`config.mk`:
```
export PLATFORM = sky130hd
export DESIGN_NAME = psram_arbiter_flat
export DESIGN_NICKNAME = d
export VERILOG_FILES = /design/src/rtl/psram_arbiter_if.sv /design/src/rtl/psram_arbiter.sv /design/src/flat_wrapper.sv
export SDC_FILE = /design/constraint.sdc
export NUM_CORES = 1
export LEC_CHECK = 0
export ABC_AREA = 1
export BUFFER_PORTS_ARGS = -buffer_cell sky130_fd_sc_hd__buf_2
export CAP_MARGIN = 20
export CELL_PAD_IN_SITES_DETAIL_PLACEMENT = 0
export CELL_PAD_IN_SITES_GLOBAL_PLACEMENT = 1
export CORE_MARGIN = 4
export CORE_UTILIZATION = 25
export DETAILED_ROUTE_END_ITERATION = 12
export PLACE_DENSITY_LB_ADDON = 0.1
export SLEW_MARGIN = 20
export SYNTH_ARGS = -nofsm -noshare
export SYNTH_HDL_FRONTEND = slang
export SYNTH_SLANG_ARGS = --single-unit
```
`constraint.sdc`:
```
create_clock -name mem_clk -period 3.8 [get_ports mem_clk]
set_input_delay 1.14 -clock mem_clk [delete_from_list [all_inputs] [get_ports mem_clk]]
set_output_delay 1.14 -clock mem_clk [all_outputs]
set_load 0.02 [all_outputs]
```
`src/rtl/psram_arbiter_if.sv`:
```
// Bus bundle between the two requesters / PSRAM driver and the arbiter.
// The arbiter connects through the slave modport. The requester-and-driver
// side (or a bench standing in for it) uses the master modport.
interface psram_arbiter_if;
  // Requester port 0 (UART command path)
  logic        req0;
  logic [1:0]  rw0;
  logic [22:0] addr0;
  logic [15:0] wdata0;
  logic        ack0;
  logic        done0;
  logic [15:0] rdata0;
  logic        err0;

  // Requester port 1 (capture/stream path)
  logic        req1;
  logic [1:0]  rw1;
  logic [22:0] addr1;
  logic [15:0] wdata1;
  logic        ack1;
  logic        done1;
  logic [15:0] rdata1;
  logic        err1;

  // PSRAM driver side
  logic        qpi_on;
  logic        endcommand;
  logic [15:0] data_out;
  logic        quad_start;
  logic [1:0]  read_write;
  logic [22:0] address;
  logic [15:0] data_in;

  // Status
  logic        busy;

  modport slave (
    input  req0, rw0, addr0, wdata0,
    input  req1, rw1, addr1, wdata1,
    input  qpi_on, endcommand, data_out,
    output ack0, done0, rdata0, err0,
    output ack1, done1, rdata1, err1,
    output quad_start, read_write, address, data_in, busy
  );

  modport master (
    output req0, rw0, addr0, wdata0,
    output req1, rw1, addr1, wdata1,
    output qpi_on, endcommand, data_out,
    input  ack0, done0, rdata0, err0,
    input  ack1, done1, rdata1, err1,
    input  quad_start, read_write, address, data_in, busy
  );
endinterface

```
`src/rtl/psram_arbiter.sv`:
```
// Two-port round-robin arbiter and single-transaction sequencer in front of
// the QPI PSRAM driver. It waits for driver bring-up, grants one 16-bit
// read/write at a time, and issues it with one quad_start pulse. It then
// waits for endcommand (bounded by TIMEOUT), returns read data, and enforces
// a CE-high recovery gap before the next issue.
module psram_arbiter #(
  parameter int TIMEOUT    = 64,
  parameter int GAP_CYCLES = 2
) (
  input logic            mem_clk,
  input logic            rst_n,
  psram_arbiter_if.slave bus
);

  typedef enum logic [2:0] {
    S_INIT  = 3'd0,
    S_IDLE  = 3'd1,
    S_ISSUE = 3'd2,
    S_WAIT  = 3'd3,
    S_DONE  = 3'd4,
    S_GAP   = 3'd5
  } state_t;

  // One counter is shared by INIT (qpi_on qualification), WAIT (timeout)
  // and GAP (recovery). It must hold both TIMEOUT and GAP_CYCLES (max 15).
  localparam int CW = $clog2(TIMEOUT + 16);

  localparam logic [CW-1:0] CNT_ONE     = CW'(1);
  localparam logic [CW-1:0] TIMEOUT_END = CW'(TIMEOUT - 1);
  localparam logic [CW-1:0] GAP_END     = CW'(GAP_CYCLES - 1);

  // Internal reset: asserts asynchronously and releases on a clock edge.
  logic [1:0] rst_sync_q;
  logic       rst_int_n;

  state_t        state_q, state_d;
  logic [CW-1:0] cnt_q, cnt_d;
  logic          busy_q;

  logic          last_grant_q;
  logic          win_q;
  logic [1:0]    rw_q;
  logic [22:0]   addr_q;
  logic [15:0]   wdata_q;
  logic [15:0]   rdata0_q, rdata1_q;
  logic          err_q;

  logic          any_req;
  logic          pick;
  logic          rw_valid;
  logic          ec_ok;
  logic          grant;

  logic          quad_start_o;
  logic          ack0_o, ack1_o;
  logic          done0_o, done1_o;
  logic          err0_o, err1_o;

  // The reset synchronizer: assert at once, release after two clean edges.
  always_ff @(posedge mem_clk or negedge rst_n) begin
    if (!rst_n) begin
      rst_sync_q <= 2'b00;
    end else begin
      rst_sync_q <= {rst_sync_q[0], 1'b1};
    end
  end

  assign rst_int_n = rst_sync_q[1];

  // Winner: the single requester, or on a tie the port not granted last time.
  assign any_req  = bus.req0 | bus.req1;
  assign pick     = (bus.req0 & bus.req1) ? ~last_grant_q : ~bus.req0;
  assign rw_valid = (rw_q == 2'd1) || (rw_q == 2'd2);
  // endcommand counts only from the second WAIT cycle, because the driver
  // flag changes on the falling edge and may still be stale in the first one.
  assign ec_ok    = (state_q == S_WAIT) && (cnt_q != '0) && bus.endcommand;
  assign grant    = (state_q == S_IDLE) && bus.qpi_on && any_req;

  // State register, shared counter and registered busy flag.
  always_ff @(posedge mem_clk or negedge rst_int_n) begin
    if (!rst_int_n) begin
      state_q <= S_INIT;
      cnt_q   <= '0;
      busy_q  <= 1'b0;
    end else begin
      state_q <= state_d;
      cnt_q   <= cnt_d;
      busy_q  <= (state_d != S_IDLE);
    end
  end

  // Next-state and counter logic.
  always_comb begin
    state_d = state_q;
    cnt_d   = cnt_q;
    case (state_q)
      S_INIT: begin
        if (bus.qpi_on) begin
          if (cnt_q != '0) begin
            state_d = S_IDLE;
            cnt_d   = '0;
          end else begin
            cnt_d = cnt_q + CNT_ONE;
          end
        end else begin
          cnt_d = '0;
        end
      end
      S_IDLE: begin
        cnt_d = '0;
        if (!bus.qpi_on) begin
          state_d = S_INIT;
        end else if (any_req) begin
          state_d = S_ISSUE;
        end
      end
      S_ISSUE: begin
        cnt_d   = '0;
        state_d = rw_valid ? S_WAIT : S_DONE;
      end
      S_WAIT: begin
        if (ec_ok || (cnt_q == TIMEOUT_END)) begin
          state_d = S_DONE;
          cnt_d   = '0;
        end else begin
          cnt_d = cnt_q + CNT_ONE;
        end
      end
      S_DONE: begin
        cnt_d   = '0;
        state_d = S_GAP;
      end
      S_GAP: begin
        if (cnt_q == GAP_END) begin
          state_d = S_IDLE;
          cnt_d   = '0;
        end else begin
          cnt_d = cnt_q + CNT_ONE;
        end
      end
      default: begin
        state_d = S_INIT;
        cnt_d   = '0;
      end
    endcase
  end

  // Datapath: capture the winner's fields, record the error and latch read data.
  always_ff @(posedge mem_clk or negedge rst_int_n) begin
    if (!rst_int_n) begin
      last_grant_q <= 1'b1;
      win_q        <= 1'b0;
      rw_q         <= 2'd0;
      addr_q       <= '0;
      wdata_q      <= '0;
      rdata0_q     <= '0;
      rdata1_q     <= '0;
      err_q        <= 1'b0;
    end else begin
      if (grant) begin
        win_q        <= pick;
        last_grant_q <= pick;
        rw_q         <= pick ? bus.rw1    : bus.rw0;
        addr_q       <= pick ? bus.addr1  : bus.addr0;
        wdata_q      <= pick ? bus.wdata1 : bus.wdata0;
      end
      if (state_q == S_ISSUE) begin
        err_q <= ~rw_valid;
      end
      if ((state_q == S_WAIT) && (state_d == S_DONE)) begin
        err_q <= ~ec_ok;
      end
      // data_out is sampled alongside endcommand so rdata is ready during DONE.
      if (ec_ok && (rw_q == 2'd2)) begin
        if (win_q) begin
          rdata1_q <= bus.data_out;
        end else begin
          rdata0_q <= bus.data_out;
        end
      end
    end
  end

  // Per-state pulse outputs decoded from the current state and the winner.
  always_comb begin
    quad_start_o = 1'b0;
    ack0_o       = 1'b0;
    ack1_o       = 1'b0;
    done0_o      = 1'b0;
    done1_o      = 1'b0;
    err0_o       = 1'b0;
    err1_o       = 1'b0;
    if (state_q == S_ISSUE) begin
      quad_start_o = rw_valid;
      ack0_o       = ~win_q;
      ack1_o       = win_q;
    end
    if (state_q == S_DONE) begin
      done0_o = ~win_q;
      done1_o = win_q;
      err0_o  = ~win_q & err_q;
      err1_o  = win_q & err_q;
    end
  end

  assign bus.quad_start = quad_start_o;
  assign bus.ack0       = ack0_o;
  assign bus.ack1       = ack1_o;
  assign bus.done0      = done0_o;
  assign bus.done1      = done1_o;
  assign bus.err0       = err0_o;
  assign bus.err1       = err1_o;
  assign bus.rdata0     = rdata0_q;
  assign bus.rdata1     = rdata1_q;
  assign bus.read_write = rw_q;
  assign bus.address    = addr_q;
  assign bus.data_in    = wdata_q;
  assign bus.busy       = busy_q;

endmodule

```
`src/flat_wrapper.sv`:
```
// flat-port wrapper written by rule: the top's interface ports become plain ports
module psram_arbiter_flat 
#(
  parameter int TIMEOUT    = 64,
  parameter int GAP_CYCLES = 2
)
  (mem_clk, rst_n, bus_req0, bus_rw0, bus_addr0, bus_wdata0, bus_req1, bus_rw1, bus_addr1, bus_wdata1, bus_qpi_on, bus_endcommand, bus_data_out, bus_ack0, bus_done0, bus_rdata0, bus_err0, bus_ack1, bus_done1, bus_rdata1, bus_err1, bus_quad_start, bus_read_write, bus_address, bus_data_in, bus_busy);
  psram_arbiter_if bus_i ();
  input logic mem_clk;
  input logic rst_n;
  input wire logic [$bits(bus_i.req0)-1:0] bus_req0;
  input wire logic [$bits(bus_i.rw0)-1:0] bus_rw0;
  input wire logic [$bits(bus_i.addr0)-1:0] bus_addr0;
  input wire logic [$bits(bus_i.wdata0)-1:0] bus_wdata0;
  input wire logic [$bits(bus_i.req1)-1:0] bus_req1;
  input wire logic [$bits(bus_i.rw1)-1:0] bus_rw1;
  input wire logic [$bits(bus_i.addr1)-1:0] bus_addr1;
  input wire logic [$bits(bus_i.wdata1)-1:0] bus_wdata1;
  input wire logic [$bits(bus_i.qpi_on)-1:0] bus_qpi_on;
  input wire logic [$bits(bus_i.endcommand)-1:0] bus_endcommand;
  input wire logic [$bits(bus_i.data_out)-1:0] bus_data_out;
  output wire logic [$bits(bus_i.ack0)-1:0] bus_ack0;
  output wire logic [$bits(bus_i.done0)-1:0] bus_done0;
  output wire logic [$bits(bus_i.rdata0)-1:0] bus_rdata0;
  output wire logic [$bits(bus_i.err0)-1:0] bus_err0;
  output wire logic [$bits(bus_i.ack1)-1:0] bus_ack1;
  output wire logic [$bits(bus_i.done1)-1:0] bus_done1;
  output wire logic [$bits(bus_i.rdata1)-1:0] bus_rdata1;
  output wire logic [$bits(bus_i.err1)-1:0] bus_err1;
  output wire logic [$bits(bus_i.quad_start)-1:0] bus_quad_start;
  output wire logic [$bits(bus_i.read_write)-1:0] bus_read_write;
  output wire logic [$bits(bus_i.address)-1:0] bus_address;
  output wire logic [$bits(bus_i.data_in)-1:0] bus_data_in;
  output wire logic [$bits(bus_i.busy)-1:0] bus_busy;
  assign bus_i.req0 = bus_req0;
  assign bus_i.rw0 = bus_rw0;
  assign bus_i.addr0 = bus_addr0;
  assign bus_i.wdata0 = bus_wdata0;
  assign bus_i.req1 = bus_req1;
  assign bus_i.rw1 = bus_rw1;
  assign bus_i.addr1 = bus_addr1;
  assign bus_i.wdata1 = bus_wdata1;
  assign bus_i.qpi_on = bus_qpi_on;
  assign bus_i.endcommand = bus_endcommand;
  assign bus_i.data_out = bus_data_out;
  assign bus_ack0 = bus_i.ack0;
  assign bus_done0 = bus_i.done0;
  assign bus_rdata0 = bus_i.rdata0;
  assign bus_err0 = bus_i.err0;
  assign bus_ack1 = bus_i.ack1;
  assign bus_done1 = bus_i.done1;
  assign bus_rdata1 = bus_i.rdata1;
  assign bus_err1 = bus_i.err1;
  assign bus_quad_start = bus_i.quad_start;
  assign bus_read_write = bus_i.read_write;
  assign bus_address = bus_i.address;
  assign bus_data_in = bus_i.data_in;
  assign bus_busy = bus_i.busy;
  psram_arbiter #(.TIMEOUT(TIMEOUT), .GAP_CYCLES(GAP_CYCLES)) u_core (.mem_clk(mem_clk), .rst_n(rst_n), .bus(bus_i));
endmodule
```
==> results.yml <==
sta:
  fin_crit_ns: 3.00
  finalMaxSlewViolations: 0
  tightest_slew_ns: 1.02
  max_freq_mhz: 333
  setup_viol: 0
  rsz0062_at_grt: "false"
  max_slew_margin_pct: 32.1
  finalCritPeriodShare_pct: 79.0
  hold_viol_final: 0
  fin_setup_tns_ns: 0
  finClkSkew_ns: 0.00784
place:
  gp_congestion: 0.756
  port_buffers: 184
  hpwl_um: 10200
floorplanning:
  core_mm2: 0.0168
  io_pins: 185
  die-area_mm2: 0.0195
  rows: 47
  start_util_pct: 25.8
  die_h_um: 140
  die_x_um: 140
critical_path:
  cp_max_fo: 5
  path_cells: "inv_2 -> nor3_1 -> inv_1 -> or2_2 -> inv_1 -> buf_2"
  crit_arrival_ns: 1.86
  worst_ep_required_time_ns: 2.66
  critical_path.max_stage_delay_ns: 0.45
  reg2reg_slack_ns: 1.77
  start_kind: "flop"
  critical-path-slowest-cell: "dfrtp_1"
  regToRegStartpoint: "u_core.state_q[2]"
  cp-end-kind: "output port"
  r2r-end: "u_core.bus.read_write[0]"
  worstSetupPathType: "reg -> out"
  cp_common_cell: "inv_1"
  rr_worst_depth: 5
logic_synthesis:
  syn_inst: 516
  ys_ff_latch: 89
  synth.largest_area_cell: "dfrtp_1"
  synth-seq-area-share_pct: 51.5
  syn_avg_cell_area_um2: 8.38
  synthFlopType: "dfrtp_1"
  synth_area_mm2: 0.00433
  synth_edf_count: 0
  synth_area_leaders: "dfrtp_1 (51%), o21ai_0 (10%), nand2_1 (8.7%), nand4_1 (5.5%), nor2_1 (4.8%)"
  syn_nets: 624
  yosysTopAreaCellShare_pct: 50.9
  ys_warn_count: 0
  synth.distinct_cells: 28
  yosysMostFrequentCell: "nand2_1"
  synth_common_cells: "nand2_1 (100), dfrtp_1 (88), o21ai_0 (87)"
  synthArstFlopShare_pct: 100
hold_path:
  worstHoldStart: "u_core.rst_sync_q[0]"
  min_to: "u_core.rst_sync_q[1]"
  worst_hold_path.num_cells: 0
  hp-class: "reg -> reg"
final_layout:
  fill_cells: 1780
  multi_input_comb_area_mm2: 0.00181
  fin_nets: 794
  areaGrowthSynthToFinish_pct: 32.7
  ff_latch_area_mm2: 0.00223
  diodes: 0
  drive_above_1_share_pct: 31.7
  postLayoutCoreUtil_pct: 34.3
grt:
  track_usage_pct: 15.0
  antenna_found_initial: 0
  grt_pass1_vias: 4417
  grt_max_degree: 60
  grt_overflow_total: 0
  grt_pass1_wl_um: 23600
drt:
  ant_nets: 0
  drtIter0Drc: 188
  drt-pass1-iter-count: 5
  post_drt_wl_per_cell_um: 16.2
  vias: 4238
  drt-total-wl_um: 14700
  drc: 0
  via_per_inst: 4.66
cts:
  cts_sinks: 89
  htreeDepth: 3
  holdBufCountCts: 0
  postCtsSetupBuffers: 0
  clk_pin_slew_ns: 0.07
  cts_resized: 0
  ctsRootBufferMaster: "clkbuf_16"
  cts_made_buffers: 9
  cts_tree: "yes"
  clk_path_buf_depth: 2
  clock_latency_ns: 0.35
flow_run:
  max_cap_violations: 0
status:
  status: "complete, no violations"
power_and_ir_drop:
  irDropWorstVdd_v: 0.000283
  p_leak_nw: 3.08
  power-per-cell-area_mw_per_mm2: 683
[placed cells by master, fill, tap and decap left out]
cell / Yosys / final
buf_2: 0 / 184
nand2_1: 100 / 100
o21ai_0: 87 / 87
dfrtp_1: 88 / 87
nor2_1: 55 / 55
nand4_1: 38 / 38
o21ai_1: 37 / 37
inv_1: 28 / 28
nand3_1: 22 / 22
clkbuf_16: 0 / 9
buf_4: 3 / 8
ha_1: 4 / 4
nor3_1: 3 / 3
nand3_4: 3 / 3
xor2_1: 3 / 3
nor2_4: 2 / 2
clkinv_1: 2 / 2
a21oi_1: 2 / 2
clkbuf_8: 0 / 2
bufinv_16: 0 / 2
inv_2: 1 / 1
or2_2: 1 / 1
nand4_4: 1 / 1
nand3b_1: 1 / 1
nor2_8: 1 / 1
a21oi_4: 0 / 1
o22ai_1: 1 / 1
clkinvlp_4: 0 / 1
clkinv_4: 0 / 1
dfstp_2: 1 / 1
conb_1: 1 / 1
dfrtp_4: 0 / 1
[per-stage QoR]
| step | hold slack (ns) | power, W | area (µm²) | worst slack (ns) | std cells |
|---|---|---|---|---|---|
| 3_5_place_dp | 0.348 | 0.00297 | 5410 | 1.04 | 895 |
| 3_3_place_gp | 0.335 | 0.00296 | 5410 | 1.07 | 895 |
| 4_1_cts | 0.370 | 0.00400 | 5740 | 0.734 | 910 |
| 2_1_floorplan | 0.331 | 0.00237 | 4330 | 1.14 | 516 |
| 5_1_grt | 0.382 | 0.00421 | 5740 | 0.634 | 910 |
| 6_report | 0.361 | 0.00392 | 5740 | 0.799 | 910 |
[flip-flops by register name, summed over array words and instances, names as in the netlist]
name and flops:
u_core.err_q 1, u_core.bus.read_write 2, u_core.state_q 3, u_core.cnt_q 7
u_core.last_grant_q 1, u_core.bus.rdata0 16, u_core.bus.rdata1 16, u_core.bus.address 23
u_core.bus.busy 1, u_core.win_q 1, u_core.rst_sync_q 2, u_core.bus.data_in 16
[layout make-up]
type,instances,area share [%]
clock buffer,11,4.40
timing repair buffer,192,17.1
clock inverter,4,1.33
sequential,89,38.9
inverter,31,2.03
multi-input combinational,363,31.5
tap,220,4.79
[worst max path at each step]
stage	from	end	cells after the start
floorplan	u_core.rst_sync_q[1]	u_core.bus.address[0]	0
global placement	bus_req1	u_core.bus.address[3]	7
detailed placement	bus_req0	u_core.bus.address[5]	7
CTS	u_core.state_q[1]	bus_quad_start	6
global route	u_core.state_q[1]	bus_quad_start	6
finish	u_core.state_q[1]	bus_quad_start	6
[metal layers]
metal  vias up  track usage, %  part of all wire [%]
met1      2002            18.2                    42
li1       2081               -                     -
met4         0            3.57                   1.2
met3        16            5.32                   7.3
met2       139            25.7                    50
met5         -               0                     0
[power breakdown]
part / switching, W / internal [W]
Sequential: 0.000170 / 0.00123
Combinational: 0.00107 / 0.000462
Clock: 0.000385 / 0.000610
Total: 0.00162 / 0.00230
[worst max-delay path: cells and delay by family (launching register included)]
| kind | cells | cell delay (ns) |
|---|---|---|
| buffers and inverters | 4 | 0.48 |
| flip-flops | 1 | 0.45 |
| AND/OR/NAND/NOR | 2 | 0.59 |
[cells by family (layout without fill, tap and decap cells)]
logic type,count (synthesis),in the layout,synth area share (%)
simple gates,227,227,24.8
buf+inv,64,238,6.88
other cells,1,1,0.0867
compound gates,128,128,14.9
fa+ha+maj,4,4,1.16
xor+xnor,3,3,0.607
flops,89,89,51.5
No activity file was read; power rests on OpenSTA's default activity.
